===== src/rtl/mul_acc_seq_pkg.sv =====
// Shared definitions for the sequential shift-add multiply-accumulate unit.
// Holds the default operand width, the FSM state encoding and the iteration count.
package mul_acc_seq_pkg;

    localparam int unsigned DEFAULT_WIDTH = 16;

    // One shift-add step per multiplier bit.
    localparam int unsigned ITER_COUNT = DEFAULT_WIDTH;

    typedef enum logic [1:0] {
        IDLE = 2'd0,
        RUN  = 2'd1,
        ADD  = 2'd2,
        DONE = 2'd3
    } state_e;

    // Counter width able to index 0..w-1, kept at least one bit wide.
    function automatic int unsigned cnt_width(input int unsigned w);
        return (w > 1) ? $clog2(w) : 1;
    endfunction

endpackage : mul_acc_seq_pkg


===== src/rtl/mul_acc_seq.sv =====
// Sequential shift-add multiply-accumulate: product = a*b + c, unsigned.
// WIDTH shift-add steps, one addend step, then a one-cycle done pulse.
module mul_acc_seq
    import mul_acc_seq_pkg::*;
#(
    parameter int unsigned WIDTH = DEFAULT_WIDTH
) (
    input  logic               clk,
    input  logic               reset,
    input  logic               start,
    input  logic [WIDTH-1:0]   a,
    input  logic [WIDTH-1:0]   b,
    input  logic [WIDTH-1:0]   c,
    output logic [2*WIDTH-1:0] product,
    output logic               busy,
    output logic               done
);

    localparam int unsigned    CW        = cnt_width(WIDTH);
    localparam logic [CW-1:0]  LAST_ITER = CW'(WIDTH - 1);

    state_e               state_q, state_d;
    logic                 load;

    logic [CW-1:0]        cnt_q;
    logic [WIDTH-1:0]     a_q;
    logic [WIDTH-1:0]     c_q;
    logic [2*WIDTH-1:0]   acc_q;
    logic [2*WIDTH-1:0]   product_q;

    logic [WIDTH:0]       sum;
    logic [2*WIDTH-1:0]   acc_shift;

    // ------------------------------------------------------------------
    // FSM
    // ------------------------------------------------------------------
    always_ff @(posedge clk or negedge reset) begin
        if (!reset) begin
            state_q <= IDLE;
        end else begin
            // NOTE: clocked state uses <= so every register samples pre-edge values.
            state_q <= state_d;
        end
    end

    always_comb begin
        // NOTE: defaults first so no path through the case leaves a signal unassigned (no latch).
        state_d = state_q;
        load    = 1'b0;
        unique case (state_q)
            IDLE: begin
                if (start) begin
                    state_d = RUN;
                    load    = 1'b1;
                end
            end
            RUN: begin
                if (cnt_q == LAST_ITER) begin
                    state_d = ADD;
                end
            end
            ADD: begin
                state_d = DONE;
            end
            DONE: begin
                if (start) begin
                    state_d = RUN;
                    load    = 1'b1;
                end else begin
                    state_d = IDLE;
                end
            end
            default: state_d = IDLE;
        endcase
    end

    assign busy = (state_q == RUN) || (state_q == ADD);
    assign done = (state_q == DONE);

    // ------------------------------------------------------------------
    // Datapath
    // ------------------------------------------------------------------
    // acc_q holds {hi, lo}; lo starts as the multiplier and its LSB steers the add.
    always_comb begin
        sum       = {1'b0, acc_q[2*WIDTH-1:WIDTH]} + (acc_q[0] ? {1'b0, a_q} : '0);
        acc_shift = {sum, acc_q[WIDTH-1:1]};
    end

    always_ff @(posedge clk or negedge reset) begin
        if (!reset) begin
            cnt_q     <= '0;
            a_q       <= '0;
            c_q       <= '0;
            acc_q     <= '0;
            product_q <= '0;
        end else if (load) begin
            cnt_q <= '0;
            a_q   <= a;
            c_q   <= c;
            acc_q <= {{WIDTH{1'b0}}, b};
        end else begin
            unique case (state_q)
                RUN: begin
                    acc_q <= acc_shift;
                    cnt_q <= (cnt_q == LAST_ITER) ? '0 : cnt_q + 1'b1;
                end
                ADD: begin
                    // Cannot overflow: (2^W-1)^2 + (2^W-1) < 2^(2W).
                    product_q <= acc_q + {{WIDTH{1'b0}}, c_q};
                end
                default: ;
            endcase
        end
    end

    assign product = product_q;

endmodule : mul_acc_seq


===== config.mk =====
export PLATFORM = sky130hd
export DESIGN_NAME = mul_acc_seq
export DESIGN_NICKNAME = d
export VERILOG_FILES = /design/src/rtl/mul_acc_seq_pkg.sv /design/src/rtl/mul_acc_seq.sv
export SDC_FILE = /design/constraint.sdc
export NUM_CORES = 1
export LEC_CHECK = 0
export CAP_MARGIN = 20
export CORE_ASPECT_RATIO = 1.4
export CORE_MARGIN = 1.5
export CORE_UTILIZATION = 40
export CTS_BUF_LIST = sky130_fd_sc_hd__clkbuf_4
export DETAILED_ROUTE_END_ITERATION = 16
export PLACE_DENSITY_LB_ADDON = 0.3
export SLEW_MARGIN = 0
export SYNTH_ARGS = -nofsm -noshare
export SYNTH_HDL_FRONTEND = slang
export SYNTH_SLANG_ARGS = --single-unit
export TNS_END_PERCENT = 20

===== constraint.sdc =====
create_clock -name clk -period 2.7 [get_ports clk]
set_input_delay 0.675 -clock clk [delete_from_list [all_inputs] [get_ports clk]]
set_output_delay 0.675 -clock clk [all_outputs]
set_load 0.05 [all_outputs]

==> impl_metrics.csv, run 1 <==
group,metric,value,unit
logic_synthesis,muxShareOfSynthArea,0.0518,
pwr,comb_power_share,0.639,
clock_tree,cts_hold_buf,0,
floorplan,die_w,107,um
timing,worstMarginPinSlew,0.660,ns
floorplan,num_rows,53,
global_route,gr-usage-met3,0.0140,
floorplan,ios,85,
worst_setup_path,cp.required,3.07,ns
global_route,grt-ovfl-total,0,
global_route,grt_usage,0.192,
pwr,p_sw,4.75,mW
logic_synthesis,netlist_instances,686,
placed_design,dp.cells,950,
route,wirelength,14300,um
logic_synthesis,synth_fa_ha_area_frac,0.0854,
placed_design,dp_worst_setup_slack,0.0104,ns
pwr,swShare,0.498,
clock_tree,root_buffer,"clkbuf_4",
logic_synthesis,synthXorXnorAreaFrac,0.0580,
logic_synthesis,synth-compound-area-share,0.146,
global_route,grt_first_pass_wirelength,24300,um
route,vias,4981,
route,drt_pass1_iterations,5,
floorplan,die_y,148,um
final_layout,nNetsFinal,864,
pwr,seq_power_share,0.283,
worst_setup_path,path_class,"register to register",
clock_tree,cts_tree,"done",
logic_synthesis,syn_area_per_cell,8.80,sq um
hold_path,min_path_type,"input port to async pin",
route,drt.antenna.violating_nets,0,
worst_setup_path,crit_chain,"and2_4, ha_4, fa_2, a21o_1, and4_1, o21ai_2, o211ai_1, a221o_1, a211oi_2, nor3_1",
logic_synthesis,synth_flop_cell,"dfrtp_1",
final_layout,final_common_cell,"nand2_1",
timing,timing.fmax,384,MHz
clock_tree,cts.sinks,102,
pwr,pwr-share-clk,0.078,
placed_design,hpwl,10900,um
worst_setup_path,critPathArrivalTime,2.98,ns
timing,hold_violations,0,
global_route,grt_util_met1,0.257,
route,detail_route.iter0.violations,217,
timing,fin_ws,0.0953,ns
clock_tree,clk_latency,0.48,ns
clock_tree,h-tree-depth,3,
worst_setup_path,cp_slowest_stage_delay,0.45,ns
logic_synthesis,synth_top_family_by_area,"simple AND/OR/NAND/NOR gates",
final_layout,nFillCells,1465,
logic_synthesis,ys_warn_count,0,
logic_synthesis,synth-seq-cells,102,
run_status,status,"finished clean",
timing,fin_crit,2.60,ns
logic_synthesis,netlist_area,6040,sq um
route,drcViolationCount,0,
logic_synthesis,synth_nets,777,
global_route,grt_use_met2,0.320,
clock_tree,clock_path_buffers,2,
logic_synthesis,ys_seq_area_frac,0.423,
final_layout,area_growth,23.2,%
clock_tree,path_clk_slew,0.16,ns
timing,setup_tns,0,ns
worst_setup_path,cp-start-kind,"register",
worst_setup_path,rr_worst_depth,10,
route,detail_route.wl_per_cell,14.8,um
timing,finalSetupViolations,0,
pwr,power.density,1280,nW/um^2
worst_setup_path,crit_slowest_cell,"dfrtp_1",
logic_synthesis,synth_edf_count,0,
pwr,internal_power,4.79,mW
pwr,p_leak,3.42,nW
flow_run,drv_cap,0,
logic_synthesis,async_flop_share,1.00,
timing,drv_slew,0,
floorplan,fp.dieArea,15900,sq um
worst_setup_path,endpoint_kind,"register",
placed_design,routabilityCongestion,0.879,
global_route,top_usage_layer,"met2",
global_route,grt_max_degree,71,
floorplan,start_util,0.405,
pwr,vdd_ir_drop_max,0.888,mV
placed_design,portBuffers,84,
global_route,grt_pass1_vias,5032,
final_layout,drive_gt1_frac,0.0925,
worst_setup_path,crit_fanout,4,
timing,rsz0062_at_grt,"true",
timing,maxSlewHeadroom,0.557,
logic_synthesis,synth_simple_gate_area_share,0.206,
global_route,antenna_found_initial,1,
route,viasPerCell,5.13,
logic_synthesis,synth_cell_types,57,
final_layout,fin_cells,971,
clock_tree,numCtsBuffers,9,
floorplan,fp.coreArea,14900,sq um
timing,fin_crit_sh,0.965,
timing,skew,0.0299,ns
final_layout,final_cell_mix,"nand2_1 (184), dfrtp_1 (102), clkdlybuf4s50_1 (81)",
## worst paths after layout
kind / slack (ns) / to / from
worst max-delay path: 0.1 / acc_q[31] / acc_q[0]
worst min-delay path: 0.11 / product[30] / reset
worst max register to register: 0.1 / acc_q[31] / acc_q[0]
worst min register to register: 0.49 / a_q[1] / a_q[1]
max in group asynchronous: 1.87 / product[12] / reset
min in group clk: 0.49 / a_q[1] / a_q[1]
## metal layers
| layer | routed length (um) | share of wire |
|---|---|---|
| met1 | 6580 | 0.46 |
| met2 | 7030 | 0.49 |
| met3 | 403 | 0.028 |
| met4 | 314 | 0.022 |
| met5 | 0 | 0 |
## stage by stage
stage	area, sq um	power (mW)	hold WS [ns]	utilization
final	7440	9.54	0.111	0.499
after global routing	7440	10.4	0.123	0.499
after CTS	7340	9.49	0.105	0.492
after detailed placement	7190	8.71	0.458	0.482
after global placement	7190	8.60	0.458	0.482
after floorplan	6040	6.91	0.379	-
## flip-flops by register name (all words and copies together), names as in the netlist
signal,flops
a_q,16
acc_q,32
c_q,16
cnt_q,4
product,32
state_q,2
## worst max-delay path, delay by kind of cell (launching register included)
kind / cells / cell delay, ns
simple gates: 3 / 0.44
flops: 1 / 0.45
fa+ha+maj: 2 / 0.52
compound gates: 5 / 1.08
## logic make-up after synthesis
| family | count (synthesis) |
|---|---|
| flops | 102 |
| simple gates | 287 |
| fa+ha+maj | 40 |
| compound gates | 143 |
| buf+inv | 43 |
| mux | 31 |
| xor+xnor | 40 |
## timing repair
action / 4_1_cts / 5_1_grt
resized for setup: 3 / 15
pin swaps: 3 / 8
endpoints found under the setup margin: 1 / 21
cloned: 0 / 0
setup buffers: 1 / 3
## layout make-up
cell class                      count  area, sq um  share of cell area
Timing Repair Buffer              110         1090               0.146
Clock buffer                        9         67.6             0.00908
Inverter                            9         33.8             0.00454
Multi-Input combinational cell    541         3400               0.457
Sequential cell                   102         2550               0.343
Clock inverter                      7         57.6             0.00774
Tap cell                          192          240              0.0323
Antenna cell                        1         2.50            0.000336
## power groups by stage
stage                     logic [mW]  registers (mW)  clock network (mW)
final                           6.09            2.70               0.743
after global routing            6.76            2.80               0.826
after CTS                       6.01            2.70               0.775
after detailed placement        5.97            2.74                   0
after global placement          5.88            2.71                   0
after floorplan                 3.63            3.28                   0
## cells in the mapped netlist, types with 17 or more instances
cell type / n / share of area
a21oi_1: 31 / 0.026
and2_1: 18 / 0.019
clkbuf_1: 25 / 0.016
dfrtp_1: 102 / 0.42
ha_1: 38 / 0.079
mux2i_1: 29 / 0.048
nand2_1: 184 / 0.11
nand3_1: 23 / 0.019
nor2_1: 30 / 0.019
o21ai_0: 52 / 0.043
xnor2_1: 17 / 0.025
xor2_1: 23 / 0.033
No activity file was read; power rests on OpenSTA's default activity.
==> inputs of run 2 (changes only) <==
Settings changed: CTS_CLUSTER_SIZE from default to 40.
==> results of run 2 <==
The final DEF is identical to that of run 1; final timing and power are the same.
==> inputs of run 3 (changes only) <==
Settings changed: CAP_MARGIN 20 to default.
==> results of run 3 <==
The final DEF is identical to that of run 1; final timing and power are the same.
